**src/rtl/serial_subtractor_if.sv**
```systemverilog
// ---------------------------------------------------------------------------
// serial_subtractor_if
//
// Bundles the request/result signals of the bit-serial subtractor.
//
// Handshake: a request is accepted on the rising edge where start=1 and
// ready=1. start is ignored at every other edge. a and b are sampled only on
// that accepting edge. done is a one-cycle pulse. diff/borrow are valid from
// the done cycle until the next completion.
//
// Signals:
//   start      request strobe                      (master -> slave)
//   a, b       minuend / subtrahend, WIDTH bits    (master -> slave)
//   ready      block idle, can accept              (slave -> master)
//   busy       operation in progress               (slave -> master)
//   done       one-cycle completion pulse          (slave -> master)
//   diff       (a - b) mod 2^WIDTH                 (slave -> master)
//   borrow     1 iff a < b                         (slave -> master)
//   state_dbg  raw FSM state, for debug/checkers   (slave -> master)
// ---------------------------------------------------------------------------
interface serial_subtractor_if #(
    parameter int WIDTH = 4
) ();
    logic             start;
    logic [WIDTH-1:0] a;
    logic [WIDTH-1:0] b;
    logic             ready;
    logic             busy;
    logic             done;
    logic [WIDTH-1:0] diff;
    logic             borrow;
    logic [1:0]       state_dbg;

    modport master (
        output start, a, b,
        input  ready, busy, done, diff, borrow, state_dbg
    );

    modport slave (
        input  start, a, b,
        output ready, busy, done, diff, borrow, state_dbg
    );
endinterface

```
**src/rtl/serial_subtractor.sv**
```systemverilog
// ---------------------------------------------------------------------------
// serial_subtractor
//
// Bit-serial unsigned subtractor. It computes a - b LSB-first, one bit per
// clock, using a full-subtractor cell with a registered borrow. Each
// operation takes WIDTH+2 cycles from accept to the next possible accept.
//
// Ports:
//   clk     rising-edge clock
//   rst     asynchronous, active-high reset
//   io_bus  serial_subtractor_if.slave: start/a/b in,
//           ready/busy/done/diff/borrow/state_dbg out (all registered)
// ---------------------------------------------------------------------------
module serial_subtractor #(
    parameter int WIDTH = 4
) (
    input  logic                 clk,
    input  logic                 rst,
    serial_subtractor_if.slave   io_bus
);

    localparam int CW = (WIDTH > 2) ? $clog2(WIDTH) : 1;
    localparam logic [CW-1:0] LAST_BIT = CW'(WIDTH - 1);

    typedef enum logic [1:0] {
        S_IDLE  = 2'd0,
        S_SHIFT = 2'd1,
        S_DONE  = 2'd2
    } state_t;

    state_t           r_state;
    // Minuend and result share one register: each cycle the LSB (next
    // minuend bit) is consumed and the new difference bit enters at the MSB.
    // After WIDTH shifts it holds the whole difference.
    logic [WIDTH-1:0] r_a_res;
    logic [WIDTH-1:0] r_b;
    logic             r_br;
    logic [CW-1:0]    r_cnt;
    logic [WIDTH-1:0] r_diff;
    logic             r_borrow;
    logic             r_ready;
    logic             r_busy;
    logic             r_done;

    logic             w_a0;
    logic             w_b0;
    logic             w_d;
    logic             w_br_next;
    logic [WIDTH-1:0] w_res_next;

    // Full-subtractor cell.
    assign w_a0       = r_a_res[0];
    assign w_b0       = r_b[0];
    assign w_d        = w_a0 ^ w_b0 ^ r_br;
    assign w_br_next  = (~w_a0 & w_b0) | (~(w_a0 ^ w_b0) & r_br);
    assign w_res_next = {w_d, r_a_res[WIDTH-1:1]};

    always_ff @(posedge clk or posedge rst) begin
        if (rst) begin
            r_state  <= S_IDLE;
            r_a_res  <= '0;
            r_b      <= '0;
            r_br     <= 1'b0;
            r_cnt    <= '0;
            r_diff   <= '0;
            r_borrow <= 1'b0;
            r_ready  <= 1'b1;
            r_busy   <= 1'b0;
            r_done   <= 1'b0;
        end else begin
            case (r_state)
                S_IDLE: begin
                    if (io_bus.start) begin
                        r_a_res <= io_bus.a;
                        r_b     <= io_bus.b;
                        r_br    <= 1'b0;
                        r_cnt   <= '0;
                        r_state <= S_SHIFT;
                        r_ready <= 1'b0;
                        r_busy  <= 1'b1;
                    end
                end

                S_SHIFT: begin
                    r_a_res <= w_res_next;
                    r_b     <= {1'b0, r_b[WIDTH-1:1]};
                    r_br    <= w_br_next;
                    r_cnt   <= r_cnt + CW'(1);
                    // Results are published only here, so diff/borrow stay
                    // stable for the whole SHIFT phase.
                    if (r_cnt == LAST_BIT) begin
                        r_diff   <= w_res_next;
                        r_borrow <= w_br_next;
                        r_state  <= S_DONE;
                        r_busy   <= 1'b0;
                        r_done   <= 1'b1;
                    end
                end

                S_DONE: begin
                    r_state <= S_IDLE;
                    r_done  <= 1'b0;
                    r_ready <= 1'b1;
                end

                default: begin
                    r_state <= S_IDLE;
                    r_ready <= 1'b1;
                    r_busy  <= 1'b0;
                    r_done  <= 1'b0;
                end
            endcase
        end
    end

    assign io_bus.ready     = r_ready;
    assign io_bus.busy      = r_busy;
    assign io_bus.done      = r_done;
    assign io_bus.diff      = r_diff;
    assign io_bus.borrow    = r_borrow;
    assign io_bus.state_dbg = r_state;

endmodule

```
**src/flat_wrapper.sv**
```systemverilog
// flat-port wrapper written by rule: the top's interface ports become plain ports
module serial_subtractor_flat 
#(
    parameter int WIDTH = 4
)
  (clk, rst, io_bus_start, io_bus_a, io_bus_b, io_bus_ready, io_bus_busy, io_bus_done, io_bus_diff, io_bus_borrow, io_bus_state_dbg);
  serial_subtractor_if #(.WIDTH(WIDTH)) io_bus_i ();
  input  logic clk;
  input  logic rst;
  input wire logic [$bits(io_bus_i.start)-1:0] io_bus_start;
  input wire logic [$bits(io_bus_i.a)-1:0] io_bus_a;
  input wire logic [$bits(io_bus_i.b)-1:0] io_bus_b;
  output wire logic [$bits(io_bus_i.ready)-1:0] io_bus_ready;
  output wire logic [$bits(io_bus_i.busy)-1:0] io_bus_busy;
  output wire logic [$bits(io_bus_i.done)-1:0] io_bus_done;
  output wire logic [$bits(io_bus_i.diff)-1:0] io_bus_diff;
  output wire logic [$bits(io_bus_i.borrow)-1:0] io_bus_borrow;
  output wire logic [$bits(io_bus_i.state_dbg)-1:0] io_bus_state_dbg;
  assign io_bus_i.start = io_bus_start;
  assign io_bus_i.a = io_bus_a;
  assign io_bus_i.b = io_bus_b;
  assign io_bus_ready = io_bus_i.ready;
  assign io_bus_busy = io_bus_i.busy;
  assign io_bus_done = io_bus_i.done;
  assign io_bus_diff = io_bus_i.diff;
  assign io_bus_borrow = io_bus_i.borrow;
  assign io_bus_state_dbg = io_bus_i.state_dbg;
  serial_subtractor #(.WIDTH(WIDTH)) u_core (.clk(clk), .rst(rst), .io_bus(io_bus_i));
endmodule
```
**config.mk**
```make
export PLATFORM = sky130hd
export DESIGN_NAME = serial_subtractor_flat
export DESIGN_NICKNAME = d
export VERILOG_FILES = /design/src/rtl/serial_subtractor_if.sv /design/src/rtl/serial_subtractor.sv /design/src/flat_wrapper.sv
export SDC_FILE = /design/constraint.sdc
export NUM_CORES = 1
export LEC_CHECK = 0
export BUFFER_PORTS_ARGS = -buffer_cell sky130_fd_sc_hd__buf_2
export CAP_MARGIN = 10
export CORE_MARGIN = 5
export CORE_UTILIZATION = 51
export DETAILED_ROUTE_END_ITERATION = 8
export PLACE_DENSITY = 0.76
export REMOVE_ABC_BUFFERS = 1
export SETUP_SLACK_MARGIN = 0.4
export SKIP_CTS_REPAIR_TIMING = 1
export SLEW_MARGIN = 5
export SYNTH_ARGS = -nofsm -noshare
export SYNTH_HDL_FRONTEND = slang
export SYNTH_SLANG_ARGS = --single-unit
```
**constraint.sdc**
```tcl
create_clock -name clk -period 1.5 [get_ports clk]
set_input_delay 0.15 -clock clk [delete_from_list [all_inputs] [get_ports clk]]
set_output_delay 0.15 -clock clk [all_outputs]
set_load 0.01 [all_outputs]
```
* Word level (Yosys, flattened, before mapping)
Cells that the tools add are included.
Word-level totals: bits in read-only memories 0, memories 0, output and inout bits 10, bits in latches 0, word-level logic and storage cells 51, memory bits (writable) 0, input bits 11, register bits after elaboration 21
Operators by class: shift operators 0, bitwise operators 10, add/subtract/negate cells 1, muxes and demuxes 17, reduce and logical (&&, ||, !) cells 8, $lt $le $gt $ge 0, equality and inequality tests 5, multiply operators 0, divide/modulo/power cells 0
Operator list (count):
- $pmux W4 S2 | 2
- $reduce_and A2 Y1 | 5
- $mux W4 | 2
- $pmux W2 S2 | 2
- $mux W2 | 3
- $pmux W1 S2 | 3
- $not A1 Y1 | 5
- $eq A2 B2 Y1 const B | 2
- $mux W1 | 4
- $pmux W1 S3 | 1
- $reduce_and A3 Y1 | 1
- $add A2 B1 Y2 const B | 1
- $and A1 B1 Y1 | 2
- $eq A2 B1 Y1 const B | 1
- $logic_not A2 Y1 | 1
- $ne A2 B1 Y1 const B | 1
- $ne A2 B2 Y1 const B | 1
- $reduce_bool A2 Y1 | 1
- $xor A1 B1 Y1 | 2
- $or A1 B1 Y1 | 1

* Depth between registers and ports, before layout
Gate-level depths: netlist of the first run.
word-level depth 5, mapped depth 4, mapped depth without buffers 4

* Worst setup path after synthesis of the first run
OpenSTA, ideal clock, no wires.
path type flip-flop to flip-flop, from reg u_core.r_state[0] (netlist: u_core.io_bus.state_dbg[0]), to reg u_core.r_a_res[2], library setup time 123 ps, setup slack 212 ps, data arrival time 1166 ps, data required time 1377 ps, clock period less this slack 1288 ps, path buffers 1, stages on the path, launching flop included 4, cell sequence dfrtp_1 buf_6 or4b_1 o221a_2
On the way: longest elaborated chain between the ends 3, elaborated cells between the ends (all ways) 6, those cells by class eq/ne (2); mux (1); reduce/logical (3)
RTL lines:
- start: declaration | line serial_subtractor.sv:31 | state_t r_state;
- start signal: assignment | line serial_subtractor.sv:60 | r_state <= S_IDLE;
- start signal: assignment | line serial_subtractor.sv:78 | r_state <= S_SHIFT;
- start signal: assignment | line serial_subtractor.sv:94 | r_state <= S_DONE;
- $eq A2 B1 Y1 / $logic_not A2 Y1 (equally long branches) | line serial_subtractor.sv:71 | case (r_state)
- $reduce_bool A2 Y1 (no line) / $ne A2 B2 Y1 (equally long branches)
- $reduce_and A2 Y1 (no line)
- end signal: assignment | line serial_subtractor.sv:74 | r_a_res <= io_bus.a;
- end signal: assignment | line serial_subtractor.sv:85 | r_a_res <= w_res_next;
- end: declaration | line serial_subtractor.sv:35 | logic [WIDTH-1:0] r_a_res;
Several ways; a longest one is shown, not always the timed one. A chain may end at the register's enable or synchronous reset.

* Worst setup path after layout of the first run
from reg u_core.r_state[1] (netlist: u_core.io_bus.state_dbg[1]), to reg u_core.r_a_res[1]
Same word-level chain as after synthesis.

==> summary.md, run 1 <==
| Metric | Value |
|---|---|
| Initial core utilization | `54.6%` |
| PwrDens | `2120 nW/µm²` |
| Commonest non-fill, non-tap cell in the layout | `buf_2` |
| Total gr overflow | `0` |
| DR pass1 iterations | `4` |
| Number of global-route vias before repair | `between 700 and 800` |
| Clk sinks | `21` |
| Cells after synthesis | `78` |
| Ant diodes | `0` |
| I/O Buffers | `20` |
| Syn. warnings | `0` |
| DP Wirelength | `~1.4 mm` |
| Synth Cell Area | `roughly 950 µm²` |
| Critical-path maximum fanout | `7` |
| First-pass GRT wire length | `~3.2 mm` |
| Global placement routability congestion | `just over 0.7` |
| Status | `complete, no violations` |
| Rows | `15` |
| DR WL/cell | `between 15 and 20 µm` |
| Routed Antenna Nets | `0` |
| CTS root buf | `clkbuf_4` |
| All-Layer GR Usage | `15.8%` |
| Drt drc | `0` |
| CTS tree | `built` |
| Via count | `between 700 and 800` |
| Measured slew at the worst slew-check pin | `~460 ps` |
| Final Max Tran Viols | `0` |
| Hold crit path type | `in2reg` |
| H-tree depth | `1` |
| Data arrival, critical path | `~1500 ps` |
| VDD IR-drop max | `approximately 1.3 mV` |
| Core area | `approximately 1700 µm²` |
| Most frequent cells in the layout | `buf_2, dfrtp_1, buf_4` |
| Worst EP required | `1660 ps` |
| Final setup vio count | `0` |
| Total CTS buffers | `3` |
| Crit. End Element | `flop` |
| Synth cell types | `24` |
| Ports | `21` |
| Setup Skew | `6.81 ps` |
| Yosys reg bits | `21` |
| Largest net degree at the start of global routing | `22` |
| WL final | `2.47 mm` |
| Die Y | `approximately 53 µm` |
| Slew margin rel. | `just under 70%` |
| MaxCap Viol Count | `0` |
| Area grow syn2layout | `47.6%` |
| Final hold violations | `0` |
| Fin Setup TNS | `0 ps` |
| Fmax | `approximately 730 MHz` |
| Period minus WS final | `approximately 1400 ps` |
| Leakage | `about 0.67 nW` |
| Register area share after synthesis | `a little under three fifths` |
| RSZ-0062 raised after global routing | `true` |
| Die footprint | `about 2800 µm²` |
| Clock Latency Late Sink | `between 200 and 300 ps` |
| Share of cells above drive strength 1 | `between 50% and 60%` |
| Setup Crit Path Kind | `reg2reg` |
| Die X | `between 50 and 60 µm` |
| Syn Area/Cell | `between 10 and 15 µm²` |
| Worst-path clk slew | `approximately 120 ps` |
| CTS Buffer Depth | `2` |
| Final cycle utilization of the critical path | `between 90% and 100%` |
| Fin worst setup slack | `128 ps` |
| Pre-CTS setup slack | `roughly 150 ps` |
| CP startpoint kind | `flop` |
| Iteration-0 DRC Markers | `9` |
| Fin nets | `~130` |
| Drt via density | `between 5 and 6` |
| Initial antenna violation count | `0` |
==> critical path: stages, from the launching register on <==
cell,delay (ps)
dfrtp_2,450
buf_12,140
buf_8,120
nor4b_1,460
a221oi_2,60
==> registers in the layout, summed over array words and instances, names as in the netlist <==
signal	flops
u_core.io_bus.done	1
u_core.r_b	4
u_core.r_cnt	2
u_core.r_a_res	4
u_core.io_bus.diff	4
u_core.io_bus.busy	1
u_core.r_br	1
u_core.io_bus.state_dbg	2
u_core.io_bus.borrow	1
u_core.io_bus.ready	1
==> layer usage <==
layer / share of wire [%] / track usage (%) / up-vias
met5: 0 / 0 / -
li1: - / - / 364
met4: 1.2 / 7.23 / 0
met2: 51 / 25.9 / 25
met1: 42 / 19.0 / 388
met3: 5.3 / 4.23 / 4
==> layout make-up <==
type	count	area [µm²]
flip-flops and latches	21	529
multi-input cells	43	460
fillers	107	340
repair buffers	41	319
inverters	10	37.5
well taps	25	31.3
clock buffers	3	22.5
clock inverters	1	5.00
==> Yosys cell counts (all sizes together) <==
cell	instances	share of area (%)
a21o	1	0.79
a21oi	2	1.1
a221oi	5	4.6
buf	4	3.0
dfrtp	20	53
dfstp	1	2.8
fa	1	2.1
ha	1	1.3
inv	10	3.9
mux2	4	4.7
mux2i	2	2.1
nand2b	4	2.6
nand3b	1	1.2
nor2	6	2.4
nor4b	5	4.6
o21ai	1	0.53
o21ba	1	1.1
o21bai	1	0.79
o221a	2	2.4
o22ai	1	0.66
o2bb2ai	3	2.8
or4b	2	2.1
==> report_power, final <==
group / leakage [nW] / switching (mW) / internal [mW] / total, mW
clock: 0.0177 / 0.165 / 0.0990 / 0.264
sequential: 0.242 / 0.185 / 0.844 / 1.03
combinational: 0.413 / 0.776 / 0.909 / 1.69
==> through the flow <==
step	hold slack (ps)	cells	area (µm²)	util [%]	power, mW
4_1_cts	-133	129	1130	64.6	2.35
2_1_floorplan	126	74	923	-	1.68
3_5_place_dp	203	125	1100	63.0	2.09
5_1_grt	94.0	144	1410	80.5	3.20
3_3_place_gp	188	125	1100	63.0	2.04
6_report	102	144	1410	80.5	2.98
==> path summary, 6_finish.rpt <==
check / cells past startpoint / start / slack (ps) / to
setup / recovery: 4 / u_core.io_bus.state_dbg[1]$_DFFE_PP0P_ / 130 / u_core.r_a_res[1]$_DFFE_PP0P_
hold / removal: 3 / io_bus_b[3] / 100 / u_core.r_b[3]$_DFFE_PP0P_
setup reg to reg: 4 / u_core.io_bus.state_dbg[1]$_DFFE_PP0P_ / 130 / u_core.r_a_res[1]$_DFFE_PP0P_
hold reg to reg: 1 / u_core.r_b[3]$_DFFE_PP0P_ / 510 / u_core.r_b[3]$_DFFE_PP0P_
max in group asynchronous: 4 / rst / 800 / u_core.io_bus.ready$_DFFE_PP1P_
min in group asynchronous: 4 / rst / 430 / u_core.r_cnt[1]$_DFFE_PP0P_
==> kinds of logic after synthesis <==
logic type                 share of synthesized area (%)
DFF                                                 55.3
and+or+nand+nor                                     12.9
AOI/OAI and AO/OA                                   14.6
buffers and inverters                               6.97
muxes                                               6.83
adders and majority gates                           3.42
Power figures use the tool's default switching activity.
==> run 2: changes to the inputs <==
--- a/config.mk
+++ b/config.mk
@@ -11,7 +11,6 @@
 export CORE_UTILIZATION = 51
 export DETAILED_ROUTE_END_ITERATION = 8
 export PLACE_DENSITY = 0.76
-export REMOVE_ABC_BUFFERS = 1
 export SETUP_SLACK_MARGIN = 0.4
 export SKIP_CTS_REPAIR_TIMING = 1
 export SLEW_MARGIN = 5
==> run 2 against run 1 <==
  * Largest power group unchanged
  * Clock skew increased by 3.7 ps
  * Critical path type unchanged
  * Global-route usage about the same
  * Count of clock-buffer cells in the layout unchanged
==> summary.md, run 2 (synthesis gave the netlist of run 1 again) <==
| Metric | Value |
|---|---|
| Final hold violations | `0 (unchanged)` |
| Data arrival, critical path | `1570 ps (+40 ps)` |
| Drt via density | `5.92 (+9.2%)` |
| Finished Layout Cells | `146 (+1.4%)` |
| I/O Buffers | `20 (unchanged)` |
| Slew margin rel. | `66.8% (-2.1 points)` |
| H-tree depth | `1 (unchanged)` |
| Initial core utilization | `54.6% (unchanged)` |
| DR WL/cell | `21.1 µm (+23%)` |
| Number of global-route vias before repair | `769 (+3.2%)` |
| Period minus WS final | `1350 ps (-19.5 ps)` |
| Die Y | `53.2 µm (unchanged)` |
| Clk sinks | `21 (unchanged)` |
| First-pass GRT wire length | `3.30 mm (+3.3%)` |
| Iteration-0 DRC Markers | `27 (+18)` |
| Ports | `21 (unchanged)` |
| Crit. End Element | `flop` |
| Fin Setup TNS | `0 ps (unchanged)` |
| Fin nets | `135 (+1.5%)` |
| Clock Latency Late Sink | `300 ps (about the same)` |
| Most frequent cells in the layout | `dfrtp_1, buf_2, buf_4` |
| CTS tree | `built` |
| Via count | `865 (+11%)` |
| Setup Crit Path Kind | `reg2reg` |
| Final cycle utilization of the critical path | `90.2% (-1.3 points)` |
| Die footprint | `2830 µm² (unchanged)` |
| DR pass1 iterations | `4 (unchanged)` |
| Total CTS buffers | `3 (unchanged)` |
| Rows | `15 (unchanged)` |
| Hold crit path type | `in2reg` |
| Fmax | `739 MHz (+1.4%)` |
| Total gr overflow | `0 (unchanged)` |
| Global placement routability congestion | `0.757 (+4.6%)` |
| Status | `complete, no violations` |
| Core area | `1750 µm² (unchanged)` |
| Syn_nets | `91` |
| Leakage | `0.713 nW (+6.1%)` |
| Max layer used | `met4` |
| CTS root buf | `clkbuf_4` |
| WL met3 | `154 µm (+18%)` |
| Share of cells above drive strength 1 | `60.3% (+1.5 points)` |
| Measured slew at the worst slew-check pin | `491 ps (+31.3 ps)` |
| Met2 wire length | `1.65 mm (+30%)` |
| Area grow syn2layout | `56.5%` |
| Fill count | `95 (-11%)` |
| Setup Skew | `10.5 ps (+3.69 ps)` |
| Worst-path clk slew | `130 ps (about the same)` |
| Metal-1 WL | `1.18 mm (+13%)` |
| PwrDens | `2190 nW/µm² (+3.3%)` |
| VDD IR-drop max | `1.31 mV (-1.1%)` |
| Final core area utilization | `85.4% (+4.9 points)` |
| CP startpoint kind | `flop` |
| Ant diodes | `0 (unchanged)` |
| MaxCap Viol Count | `0 (unchanged)` |
| Largest net degree at the start of global routing | `22 (unchanged)` |
| RSZ-0062 raised after global routing | `true` |
| Placed cells | `124 (-0.80%)` |
| Routed Antenna Nets | `0 (unchanged)` |
| Flip-flop and latch area | `529 µm² (unchanged)` |
| Multi-input gate area | `515 µm² (+12%)` |
| Die X | `53.2 µm (unchanged)` |
| Worst EP required | `1720 ps (+60 ps)` |
| Drt drc | `0 (unchanged)` |
| All-Layer GR Usage | `15.7% (-0.041 points)` |
| Commonest non-fill, non-tap cell in the layout | `dfrtp_1` |
| CTS Buffer Depth | `2 (unchanged)` |
| Final Max Tran Viols | `0 (unchanged)` |
| Critical-path maximum fanout | `2 (-5)` |
| Initial antenna violation count | `0 (unchanged)` |
| Final setup vio count | `0 (unchanged)` |
| WL final | `3.08 mm (+25%)` |
| DP Wirelength | `1.42 mm (+1.7%)` |
## run 2: cell type report
| class | count | area share, % |
|---|---|---|
| clock buffers | 3 | 1.51 |
| inverters | 10 | 2.52 |
| clock inverters | 1 | 0.336 |
| well taps | 25 | 2.10 |
| flip-flops and latches | 21 | 35.5 |
| multi-input cells | 43 | 34.6 |
| repair buffers | 43 | 23.4 |
## run 2: metrics by stage
stage	area (µm²)	worst slack (ps)	total power [mW]	hold slack, ps
3_3_place_gp	1090	183	2.03	184
4_1_cts	1120	133	2.34	-135
2_1_floorplan	952	246	1.74	126
5_1_grt	1490	104	3.43	114
3_5_place_dp	1090	158	2.08	191
6_report	1490	147	3.26	122
## run 2: critical path, stage by stage (launching register included)
cell and delay (ps):
dfrtp_1 440, fa_1 540, nor2_1 60, a221oi_2 230
## run 2: where the power goes
part | total [mW] | internal (mW) | switching [mW]
logic | 1.91 | 1.03 | 0.883
clock network | 0.279 | 0.0993 | 0.180
registers | 1.07 | 0.843 | 0.229
total | 3.26 | 1.97 | 1.29
## run 2: final timing paths
check                                                       start                                 to  slack [ps]  cells past startpoint
worst max-delay path                u_core.r_a_res[0]$_DFFE_PP0P_      u_core.r_a_res[3]$_DFFE_PP0P_         150                      3
max in group asynchronous                                     rst    u_core.io_bus.ready$_DFFE_PP1P_         840                      4
worst min register to register  u_core.io_bus.diff[1]$_DFFE_PP0P_  u_core.io_bus.diff[1]$_DFFE_PP0P_         520                      1
min in group asynchronous                                     rst  u_core.io_bus.diff[2]$_DFFE_PP0P_         400                      4
worst min-delay path                                  io_bus_b[3]          u_core.r_b[3]$_DFFE_PP0P_         120                      3
worst max register to register      u_core.r_a_res[0]$_DFFE_PP0P_      u_core.r_a_res[3]$_DFFE_PP0P_         150                      3
## run 2: per-layer routing
layer | vias to the layer above | global-route usage (%)
li1 | 367 | -
met1 | 430 | 18.5
met2 | 53 | 29.0
met3 | 15 | 2.82
met4 | 0 | 3.83
met5 | - | 0
